<file path="config.mk">
export PLATFORM = sky130hd
export DESIGN_NAME = calc1_port_sequencer
export DESIGN_NICKNAME = d
export VERILOG_FILES = /design/src/rtl/calc1_pkg.sv /design/src/rtl/calc1_rr_arbiter.sv /design/src/rtl/calc1_port_sequencer.sv
export SDC_FILE = /design/constraint.sdc
export NUM_CORES = 1
export LEC_CHECK = 0
export ABC_AREA = 1
export CAP_MARGIN = 10
export CORE_AREA = 2 2 150 152
export DETAILED_ROUTE_END_ITERATION = 10
export DIE_AREA = 0 0 152 154
export PLACE_DENSITY = 0.81
export SLEW_MARGIN = 20
export SYNTH_ARGS = -nofsm -noshare
export SYNTH_HDL_FRONTEND = slang
export SYNTH_HIERARCHICAL = 1
export SYNTH_SLANG_ARGS = --single-unit
</file>
<file path="constraint.sdc">
create_clock -name c_clk -period 2.8 [get_ports c_clk]
set_input_delay 0.56 -clock c_clk [delete_from_list [all_inputs] [get_ports c_clk]]
set_output_delay 0.56 -clock c_clk [all_outputs]
set_load 0.01 [all_outputs]
</file>
<file path="src/rtl/calc1_pkg.sv">
// calc1_pkg
//   Shared definitions for the calc1 port sequencer:
//   - calc1 command codes
//   - response codes
//   - sequencer FSM state encoding
package calc1_pkg;

   // calc1 command codes. Any other code is forwarded untouched and the
   // calc answers it with RESP_ERR.
   localparam logic [3:0] CMD_NOP = 4'd0;
   localparam logic [3:0] CMD_ADD = 4'd1;
   localparam logic [3:0] CMD_SUB = 4'd2;
   localparam logic [3:0] CMD_SHL = 4'd5;
   localparam logic [3:0] CMD_SHR = 4'd6;

   // calc1 response codes
   localparam logic [1:0] RESP_NONE     = 2'd0;
   localparam logic [1:0] RESP_OK       = 2'd1;
   localparam logic [1:0] RESP_ERR      = 2'd2;
   localparam logic [1:0] RESP_INTERNAL = 2'd3;

   // Sequencer states
   typedef enum logic [2:0] {
      ST_IDLE = 3'd0,   // arbitrate and accept a client transaction
      ST_CMD  = 3'd1,   // calc sees cmd + op1
      ST_OP2  = 3'd2,   // calc sees op2
      ST_WAIT = 3'd3,   // wait for a calc response or time out
      ST_RESP = 3'd4    // one-cycle response strobe to the owning client
   } state_t;

endpackage

</file>
<file path="src/rtl/calc1_rr_arbiter.sv">
// calc1_rr_arbiter
//   Combinational round-robin grant. The search starts at ptr and wraps
//   modulo NUM_REQ; the first asserted req_valid wins. The pointer register
//   itself lives in the parent.
// Ports:
//   req_valid  in   per-client request valid
//   ptr        in   client index with highest priority this cycle
//   grant      out  one-hot grant (all zero when nothing is valid)
//   grant_idx  out  index of the granted client
//   grant_any  out  some client is granted
module calc1_rr_arbiter #(
   parameter int NUM_REQ = 4,
   parameter int IW      = 2
) (
   input  logic [NUM_REQ-1:0] req_valid,
   input  logic [IW-1:0]      ptr,
   output logic [NUM_REQ-1:0] grant,
   output logic [IW-1:0]      grant_idx,
   output logic               grant_any
);

   logic [IW-1:0] j;

   // Walk the offsets from farthest to nearest so the nearest valid client
   // (lowest offset from ptr) is the last one written and therefore wins.
   always_comb begin
      grant     = '0;
      grant_idx = '0;
      grant_any = 1'b0;
      j         = '0;
      for (int k = NUM_REQ - 1; k >= 0; k--) begin
         j = IW'((int'(ptr) + k) % NUM_REQ);
         if (req_valid[j]) begin
            grant     = '0;
            grant[j]  = 1'b1;
            grant_idx = j;
            grant_any = 1'b1;
         end
      end
   end

endmodule

</file>
<file path="src/rtl/calc1_port_sequencer.sv">
// calc1_port_sequencer
//   Shares one calc1 requester port between NUM_REQ clients. A client's
//   (cmd, op1, op2) is accepted by round-robin, driven onto the calc as the
//   two-cycle request (cmd+op1, then op2), and the calc response (or a
//   timeout/local-reject response) is returned on a shared bus with a
//   one-hot strobe. One transaction is outstanding at a time.
// Ports:
//   c_clk, reset                 clock, synchronous active-high reset
//   req_valid/req_ready          per-client handshake (ready is one-hot)
//   req_cmd/req_op1/req_op2      packed client fields, client i at [i*W +: W]
//   rsp_valid                    one-hot single-cycle response strobe
//   rsp_resp/rsp_data            shared response bus, valid with rsp_valid
//   calc_cmd_out/calc_data_out   to calc1 reqN_cmd_in / reqN_data_in
//   calc_resp_in/calc_data_in    from calc1 out_respN / out_dataN
module calc1_port_sequencer
   import calc1_pkg::*;
#(
   parameter int NUM_REQ = 4,
   parameter int DATA_W  = 32,
   parameter int CMD_W   = 4,
   parameter int TIMEOUT = 15
) (
   input  logic                      c_clk,
   input  logic                      reset,
   input  logic [NUM_REQ-1:0]        req_valid,
   output logic [NUM_REQ-1:0]        req_ready,
   input  logic [NUM_REQ*CMD_W-1:0]  req_cmd,
   input  logic [NUM_REQ*DATA_W-1:0] req_op1,
   input  logic [NUM_REQ*DATA_W-1:0] req_op2,
   output logic [NUM_REQ-1:0]        rsp_valid,
   output logic [1:0]                rsp_resp,
   output logic [DATA_W-1:0]         rsp_data,
   output logic [CMD_W-1:0]          calc_cmd_out,
   output logic [DATA_W-1:0]         calc_data_out,
   input  logic [1:0]                calc_resp_in,
   input  logic [DATA_W-1:0]         calc_data_in
);

   localparam int IW    = (NUM_REQ > 1) ? $clog2(NUM_REQ) : 1;
   localparam int CNT_W = $clog2(TIMEOUT + 1);

   // Per-client views of the packed request buses
   logic [NUM_REQ-1:0][CMD_W-1:0]  cmd_vec;
   logic [NUM_REQ-1:0][DATA_W-1:0] op1_vec;
   logic [NUM_REQ-1:0][DATA_W-1:0] op2_vec;

   assign cmd_vec = req_cmd;
   assign op1_vec = req_op1;
   assign op2_vec = req_op2;

   state_t              state;
   logic [IW-1:0]       rr_ptr;
   logic [IW-1:0]       cur_id;
   logic [DATA_W-1:0]   cur_op2;
   logic [CNT_W-1:0]    wait_cnt;

   logic [NUM_REQ-1:0]  grant;
   logic [IW-1:0]       grant_idx;
   logic                grant_any;
   logic [IW-1:0]       ptr_next;
   logic [NUM_REQ-1:0]  id_onehot;

   calc1_rr_arbiter #(
      .NUM_REQ (NUM_REQ),
      .IW      (IW)
   ) u_arb (
      .req_valid (req_valid),
      .ptr       (rr_ptr),
      .grant     (grant),
      .grant_idx (grant_idx),
      .grant_any (grant_any)
   );

   // Grants are only honoured while idle; the arbiter runs regardless.
   assign req_ready = (state == ST_IDLE) ? grant : '0;

   // Pointer moves to the client just after the winner
   assign ptr_next = (grant_idx == IW'(NUM_REQ - 1)) ? '0 : grant_idx + 1'b1;

   always_comb begin
      id_onehot         = '0;
      id_onehot[cur_id] = 1'b1;
   end

   always_ff @(posedge c_clk) begin
      if (reset) begin
         state         <= ST_IDLE;
         rr_ptr        <= '0;
         cur_id        <= '0;
         cur_op2       <= '0;
         wait_cnt      <= '0;
         rsp_valid     <= '0;
         rsp_resp      <= '0;
         rsp_data      <= '0;
         calc_cmd_out  <= '0;
         calc_data_out <= '0;
      end else begin
         case (state)
            ST_IDLE: begin
               rsp_valid <= '0;
               rsp_resp  <= '0;
               rsp_data  <= '0;
               if (grant_any) begin
                  cur_id  <= grant_idx;
                  rr_ptr  <= ptr_next;
                  cur_op2 <= op2_vec[grant_idx];
                  if (cmd_vec[grant_idx] == CMD_W'(CMD_NOP)) begin
                     // NOP never reaches the calc: answer it locally next cycle
                     rsp_valid <= grant;
                     rsp_resp  <= RESP_ERR;
                     rsp_data  <= '0;
                     state     <= ST_RESP;
                  end else begin
                     // Outputs are registered, so the first request beat is
                     // loaded here to appear during the CMD cycle.
                     calc_cmd_out  <= cmd_vec[grant_idx];
                     calc_data_out <= op1_vec[grant_idx];
                     state         <= ST_CMD;
                  end
               end
            end

            ST_CMD: begin
               calc_cmd_out  <= '0;
               calc_data_out <= cur_op2;
               state         <= ST_OP2;
            end

            ST_OP2: begin
               calc_data_out <= '0;
               wait_cnt      <= '0;
               state         <= ST_WAIT;
            end

            ST_WAIT: begin
               if (calc_resp_in != RESP_NONE) begin
                  rsp_valid <= id_onehot;
                  rsp_resp  <= calc_resp_in;
                  rsp_data  <= calc_data_in;
                  state     <= ST_RESP;
               end else if (wait_cnt == CNT_W'(TIMEOUT - 1)) begin
                  // TIMEOUT silent WAIT cycles: give up with an internal error.
                  // The counter parks at TIMEOUT until the next OP2 clears it.
                  wait_cnt  <= CNT_W'(TIMEOUT);
                  rsp_valid <= id_onehot;
                  rsp_resp  <= RESP_INTERNAL;
                  rsp_data  <= '0;
                  state     <= ST_RESP;
               end else begin
                  wait_cnt <= wait_cnt + 1'b1;
               end
            end

            ST_RESP: begin
               // Strobe lasts one cycle; no grant is made in this cycle
               rsp_valid <= '0;
               rsp_resp  <= '0;
               rsp_data  <= '0;
               state     <= ST_IDLE;
            end

            default: state <= ST_IDLE;
         endcase
      end
   end

endmodule

</file>
* Word-level counts from Yosys, hierarchy flattened
Index checks and enable logic that the tools add are counted.
** Word-level totals
- Register bits after elaboration :: 117
- Bits of input ports :: 312
- Output and inout port bits :: 78
- Logic and storage cells :: 122
** Cells by class
- $add $sub $neg :: 5
- Magnitude comparators :: 11
- Eq/ne operators :: 10
- Multiplexer cells :: 65
- Reduce and logical (&&, ||, !) cells :: 21
** Operators by type and width (number)
- $mux W32 :: 6
- $bmux W32 S2 :: 2
- $pmux W32 S3 :: 1
- $pmux W32 S2 :: 1
- $mux W4 :: 14
- $lt A2 B3 Y1 const B :: 6
- $mux W2 :: 9
- $pmux W4 S2 :: 2
- $mux W1 :: 13
- $mux W3 :: 4
- $pmux W3 S4 :: 1
- $pmux W4 S3 :: 1
- $demux W1 S2 :: 5
- $ge A2 B1 Y1 const B :: 5
- $reduce_and A2 Y1 :: 5
- $bmux W1 S2 :: 4
- $bmux W4 S2 :: 1
- $reduce_bool A2 Y1 :: 4
- $eq A3 B2 Y1 const B :: 2
- $ne A2 B2 Y1 const B :: 3
- $pmux W2 S3 :: 1
- $reduce_and A3 Y1 :: 2
- $reduce_bool A3 Y1 :: 2
- $logic_and A1 B1 Y1 :: 5
- 11 further kinds :: 13

* Logic depth before layout (Yosys ltp)
- Depth after elaboration :: 13
- Gate-level depth with buffers :: 21
- Depth with buffers taken out :: 20

* Cells and area by module
Netlist, hierarchy kept.
** Modules (own cells, without submodules)
- calc1_port_sequencer :: instances 1, cells each 1159, area an instance 6935.4 um^2, seq. area each 2342.2 um^2
- calc1_rr_arbiter :: instances 1, cells each 87, area an instance 515.5 um^2, seq. area each 0.0 um^2

* Least setup slack after synthesis
No wires, ideal clock.
- Kind :: register -> register
- Start point :: reg rr_ptr[0]
- End point :: reg calc_data_out[24]
- Library setup time :: 113 ps
- Arrival time :: 2822 ps
- Data required time :: 2687 ps
- Setup slack :: -135 ps
- Cell stages (with the launch flop) :: 21
- Path buffers :: 1
- Period minus slack after synthesis :: 2935 ps
- Cells stage by stage :: dfxtp_1 > inv_2 > ha_1 > inv_1 > nand3_2 > nand2_4 > inv_4 > a21oi_4 > o21ai_0 > inv_2 > nand2_1 > nand3_1 > nand2_1 > nand2_2 > nor2_4 > nand2_2 > nand3_4 > buf_6 > nand2_1 > nand2_1 > nor2_1
** Between the ends
- Word-level cells in the longest chain between the ends :: 12
- Elaborated cells on any way between the ends :: 30
- Those cells by class :: add/sub: 3; eq/ne: 2; mux: 23; reduce/logical: 2
** RTL lines
- start: declaration :: line calc1_port_sequencer.sv:52 : logic [IW-1:0] rr_ptr;
- start signal: assignment :: line calc1_port_sequencer.sv:105 : rr_ptr <= ptr_next;
- $add A2 B2 Y2 :: line calc1_rr_arbiter.sv:32 : j = IW'((int'(ptr) + k) % NUM_REQ);
- $bmux W1 S2 :: line calc1_rr_arbiter.sv:33 : if (req_valid[j]) begin
- $mux W1 (not written as such) :: line calc1_rr_arbiter.sv:33
- $mux W2 (3 in series) :: line calc1_rr_arbiter.sv:33
- $mux W2 * :: line calc1_rr_arbiter.sv:33
- net grant_idx[0] :: line calc1_port_sequencer.sv:58 : logic [IW-1:0] grant_idx;
- $bmux W4 S2 / $bmux W32 S2 (equally long branches) :: line calc1_port_sequencer.sv:107, calc1_port_sequencer.sv:117
- $mux W4 (not written as such) / $mux W32 (equally long branches) :: line calc1_port_sequencer.sv:107, calc1_port_sequencer.sv:117
- $logic_not A4 Y1 / $mux W32 (equally long branches) :: line calc1_port_sequencer.sv:107 : if (cmd_vec[grant_idx] == CMD_W'(CMD_NOP)) begin
- $ne A2 B2 Y1 (no line) / $mux W32 (equally long branches)
- $reduce_and A3 Y1 (no line) / $pmux W32 S3 (equally long branches)
- end signal: assignment :: line calc1_port_sequencer.sv:117 : calc_data_out <= op1_vec[grant_idx];
- end signal: assignment :: line calc1_port_sequencer.sv:125 : calc_data_out <= cur_op2;
- end: declaration :: line calc1_port_sequencer.sv:34 : output logic [DATA_W-1:0] calc_data_out,
The timed path passes the listed nets; every way through them passes the cells marked *. The select of a mux whose other input is x is not followed.
A chain may end at the register's enable or synchronous reset.

* Worst setup path after layout
- Start point :: reg rr_ptr[1]
- End point :: out req_ready[1]
** Between the ends
- Word-level cells in the longest chain between the ends :: 10
- Elaborated cells on any way between the ends :: 36
- Those cells by class :: add/sub: 3; order compare: 8; mux: 21; reduce/logical: 4
** RTL lines
- $add A2 B2 Y2 :: line calc1_rr_arbiter.sv:32
- $lt A2 B3 Y1 (not written as such) / $ge A2 B1 Y1 (equally long branches) :: line calc1_rr_arbiter.sv:35 : grant[j] = 1'b1;
- $logic_and A1 B1 Y1 (not written as such) :: line calc1_rr_arbiter.sv:35
- $mux W1 (not written as such) :: line calc1_rr_arbiter.sv:35
- $demux W1 S2
- $mux W4 (3 in series) :: line calc1_rr_arbiter.sv:33
- $mux W4 * :: line calc1_rr_arbiter.sv:33
- net grant[1] :: line calc1_port_sequencer.sv:57 : logic [NUM_REQ-1:0] grant;
- $mux W4 * :: line calc1_port_sequencer.sv:75 : assign req_ready = (state == ST_IDLE) ? grant : '0;
- end: declaration :: line calc1_port_sequencer.sv:26 : output logic [NUM_REQ-1:0] req_ready,
Marks and branches as above.

==> impl_metrics.env <==
export IMPL_status="complete, but fails checks"
export IMPL_violations="setup timing"
export IMPL_core_rowCount=54
export IMPL_rsz0062_at_grt="true"
export IMPL_start_kind="flip-flop"
export IMPL_synthArstFlopShare_pct=0
export IMPL_crit_chain="inv_2 > ha_4 > inv_4 > nand3_4 > nand2_4 > buf_4 > buf_4 > nor2_1 > nand2_1 > nand3_2 > nand2_1 > inv_1 > inv_1 > nor2_1 > buf_2"
export IMPL_fp_dieArea_um2=23410
export IMPL_ios=390
export IMPL_core_region_area_um2=21690
export IMPL_utilization_pct=59.52
export IMPL_synth_top_family_by_area="simple AND/OR/NAND/NOR gates"
export IMPL_syn_nets=1569
export IMPL_dp_cells=1887
export IMPL_synth_area_um2=7451
export IMPL_cellInternalPower_mw=8.312
export IMPL_clock_skew_ns=0.01274
export IMPL_drive_gt1_share_pct=11.97
export IMPL_worst_path_max_fanout=4
export IMPL_netlist_instances=1246
export IMPL_setup_violations_final=32
export IMPL_yosys_register_bits=117
export IMPL_dpl_hpwl_mm=22.74
export IMPL_setup_slack_ns=-0.08988
export IMPL_worstHoldPathType="reg2reg"
export IMPL_dr_pass1_iters=5
export IMPL_netlist_cell_type_count=33
export IMPL_timing_fmax_ghz=0.3460
export IMPL_root_buffer="clkbuf_16"
export IMPL_synthAdderAreaFrac_pct=1.847
export IMPL_wl_per_cell_um=16.45
export IMPL_critPathMaxStageDelay_ns=0.33
export IMPL_die_h_um=154
export IMPL_ir_worst_vdd_mv=0.6680
export IMPL_fillCellCount=1966
export IMPL_worstPathArrival_ns=2.33
export IMPL_gp_congestion=1.023
export IMPL_switching_share_pct=49.19
export IMPL_power_frac_comb_pct=71.2
export IMPL_numCtsBuffers=17
export IMPL_insertion_delay_ns=0.42
export IMPL_cp_top_family="simple AND/OR/NAND/NOR gates"
export IMPL_hold_start="rsp_resp[0]"
export IMPL_ant_nets=0
export IMPL_synthTopCellsByArea="dfxtp_1 (31%), nand2_1 (18%), nand3_1 (11%)"
export IMPL_switchingPower_mw=8.047
export IMPL_fp_dieW_um=152
export IMPL_drc=0
export IMPL_yosys_area_top_type_share_pct=31.44
export IMPL_cts_tree="done"
export IMPL_cp_num_buf_inv=7
export IMPL_crit_slowest_cell="dfxtp_2"
export IMPL_cts_htree_levels=4
export IMPL_ctsHoldBuffers=0
export IMPL_relSlewSlack_pct=54.11
export IMPL_required_ns=2.24
export IMPL_synth_compound_area_share_pct=14.68
export IMPL_fin_cells=1944
export IMPL_clockBufferDepth=2
export IMPL_synth_simple_area_share_pct=42.43
export IMPL_route_vias_total=9822
export IMPL_synth_edf_count=0
export IMPL_r2r_start="rr_ptr[1]"
export IMPL_synth_flop_cell="dfxtp_1"
export IMPL_period_share_pct=103.2
export IMPL_syn_area_per_cell_um2=5.980
export IMPL_via_per_inst=5.052
export IMPL_finalNetCount=1972
export IMPL_fin_crit_ns=2.890
export IMPL_initial_core_util_pct=34.35
export IMPL_antenna_found_initial=3
export IMPL_power_density_nw_per_um2=1267
export IMPL_synth_mux_area_fraction_pct=0
export IMPL_grt_overflow=0
export IMPL_slew_violations=0
export IMPL_synth_warning_count=6
export IMPL_grt_max_degree=53
export IMPL_criticalPathCategory="reg2out"
export IMPL_grt_util_all_layers_pct=24.93
export IMPL_hold_viol=0
export IMPL_clk_pin_slew_ns=0.06
export IMPL_cap_viol_max_count=0
export IMPL_synth_most_common_cell="nand2_1"
export IMPL_crit_path_start="rr_ptr[1]"
export IMPL_max_slew_worst_pin_slew_ns=0.6867
export IMPL_power_frac_clock_pct=13.4
export IMPL_design_area_um2=12910
export IMPL_drt_iter0_drc=706
export IMPL_ys_seq_area_share_pct=31.44
export IMPL_grt_pass1_wl_mm=47.16
export IMPL_area_growth_pct=73.25
export IMPL_grt_pass1_vias=9261
export IMPL_clkSinkCount=117
export IMPL_finalPower_mw=16.36
export IMPL_placed_cell_area_um2=11880
export IMPL_p_leak_nw=5.465
export IMPL_drt_wl_total_mm=31.99
export IMPL_end_kind="output pin"
export IMPL_yosys_top_cells_count="nand2_1 (353), nor2_1 (213), nand3_1 (160), dfxtp_1 (117), o21ai_0 (107)"
export IMPL_p_seq_share_pct=15.4
export IMPL_synth_xor_area_share_pct=0.1175
export IMPL_io_buffers=389
export IMPL_yosysTopAreaCell="dfxtp_1"
## final timing paths
kind                                           to  depth (start not counted)  slack [ns]
worst max-delay path                 req_ready[1]                         15       -0.09
worst min register to register        rsp_resp[0]                          2        0.46
worst min-delay path                  rsp_resp[0]                          2        0.46
worst max register to register  calc_data_out[21]                         20       -0.08
## power groups by stage
stage               Clock, mW  Sequential [mW]  Combinational [mW]
floorplan                   0             2.66                6.42
global placement            0             2.53                10.3
detailed placement          0             2.55                10.4
CTS                      2.23             2.52                10.5
global route             2.30             2.58                12.8
finish                   2.19             2.52                11.6
## registers in the layout, summed over array words and instances (netlist names)
register	count
rsp_data	32
wait_cnt	4
rsp_resp	2
rr_ptr	2
calc_data_out	32
state	3
rsp_valid	4
cur_id	2
cur_op2	32
calc_cmd_out	4
## placed cells by master (no fill, tap or decap), types with 15 or more instances in the layout
cell / synthesis / final
nand2_1: 353 / 331
inv_2: 9 / 15
clkbuf_16: 0 / 21
inv_1: 62 / 54
buf_4: 2 / 57
nor2_1: 213 / 203
a31oi_1: 36 / 36
dfxtp_1: 117 / 115
nand2_2: 6 / 24
a21oi_1: 53 / 53
o21ai_0: 107 / 106
clkdlybuf4s50_1: 0 / 381
nand3_1: 160 / 156
## cell type report
class / count / area [um2] / area share, %
well taps: 280 / 350.3 / 2.714
inverters: 73 / 286.5 / 2.220
flip-flops and latches: 117 / 2345 / 18.16
repair inverters: 1 / 7.507 / 0.05816
multi-input cells: 972 / 4621 / 35.80
clock inverters: 15 / 160.2 / 1.241
clock buffers: 17 / 425.4 / 3.296
repair buffers: 467 / 4708 / 36.47
diodes: 2 / 5.005 / 0.03877
## metal layers
layer | global-route usage, % | vias to the layer above | share of wire, %
met5 | 0 | - | 0.041
met4 | 9.301 | 2 | 3.4
met3 | 6.680 | 78 | 7.0
met2 | 42.81 | 427 | 48
met1 | 29.88 | 4471 | 41
li1 | - | 4844 | -
## cells by family (layout without fill, tap and decap cells)
group / Yosys count / count (layout)
buffers and inverters: 159 / 573
adders and majority gates: 11 / 11
xor gates and xnor gates: 1 / 1
and+or+nand+nor: 753 / 754
other: 0 / 2
AOI/OAI and AO/OA: 205 / 206
DFF: 117 / 117
## what timing repair did
| action | 4_1_cts | 5_1_grt |
|---|---|---|
| pin swaps | 0 | 22 |
| resized for setup | 6 | 76 |
| cloned | 0 | 8 |
| setup endpoints to repair | 4 | 48 |
| buffers inserted | 0 | 15 |
## tightest hold or removal path, stage by stage (launching register included)
cell and delay [ns]:
dfxtp_1 0.31, nand2_1 0.06, a21oi_1 0.05
## stage by stage
stage	worst slack (ns)	TNS (ns)	hold slack (ns)
floorplan	0.01314	0	0.4624
global placement	-0.2549	-11.36	0.4508
detailed placement	-0.3147	-16.71	0.4556
CTS	0.01763	0	0.4666
global route	-0.2106	-6.468	0.4778
finish	-0.08988	-1.336	0.4607
No activity file was read; power rests on OpenSTA's default activity.
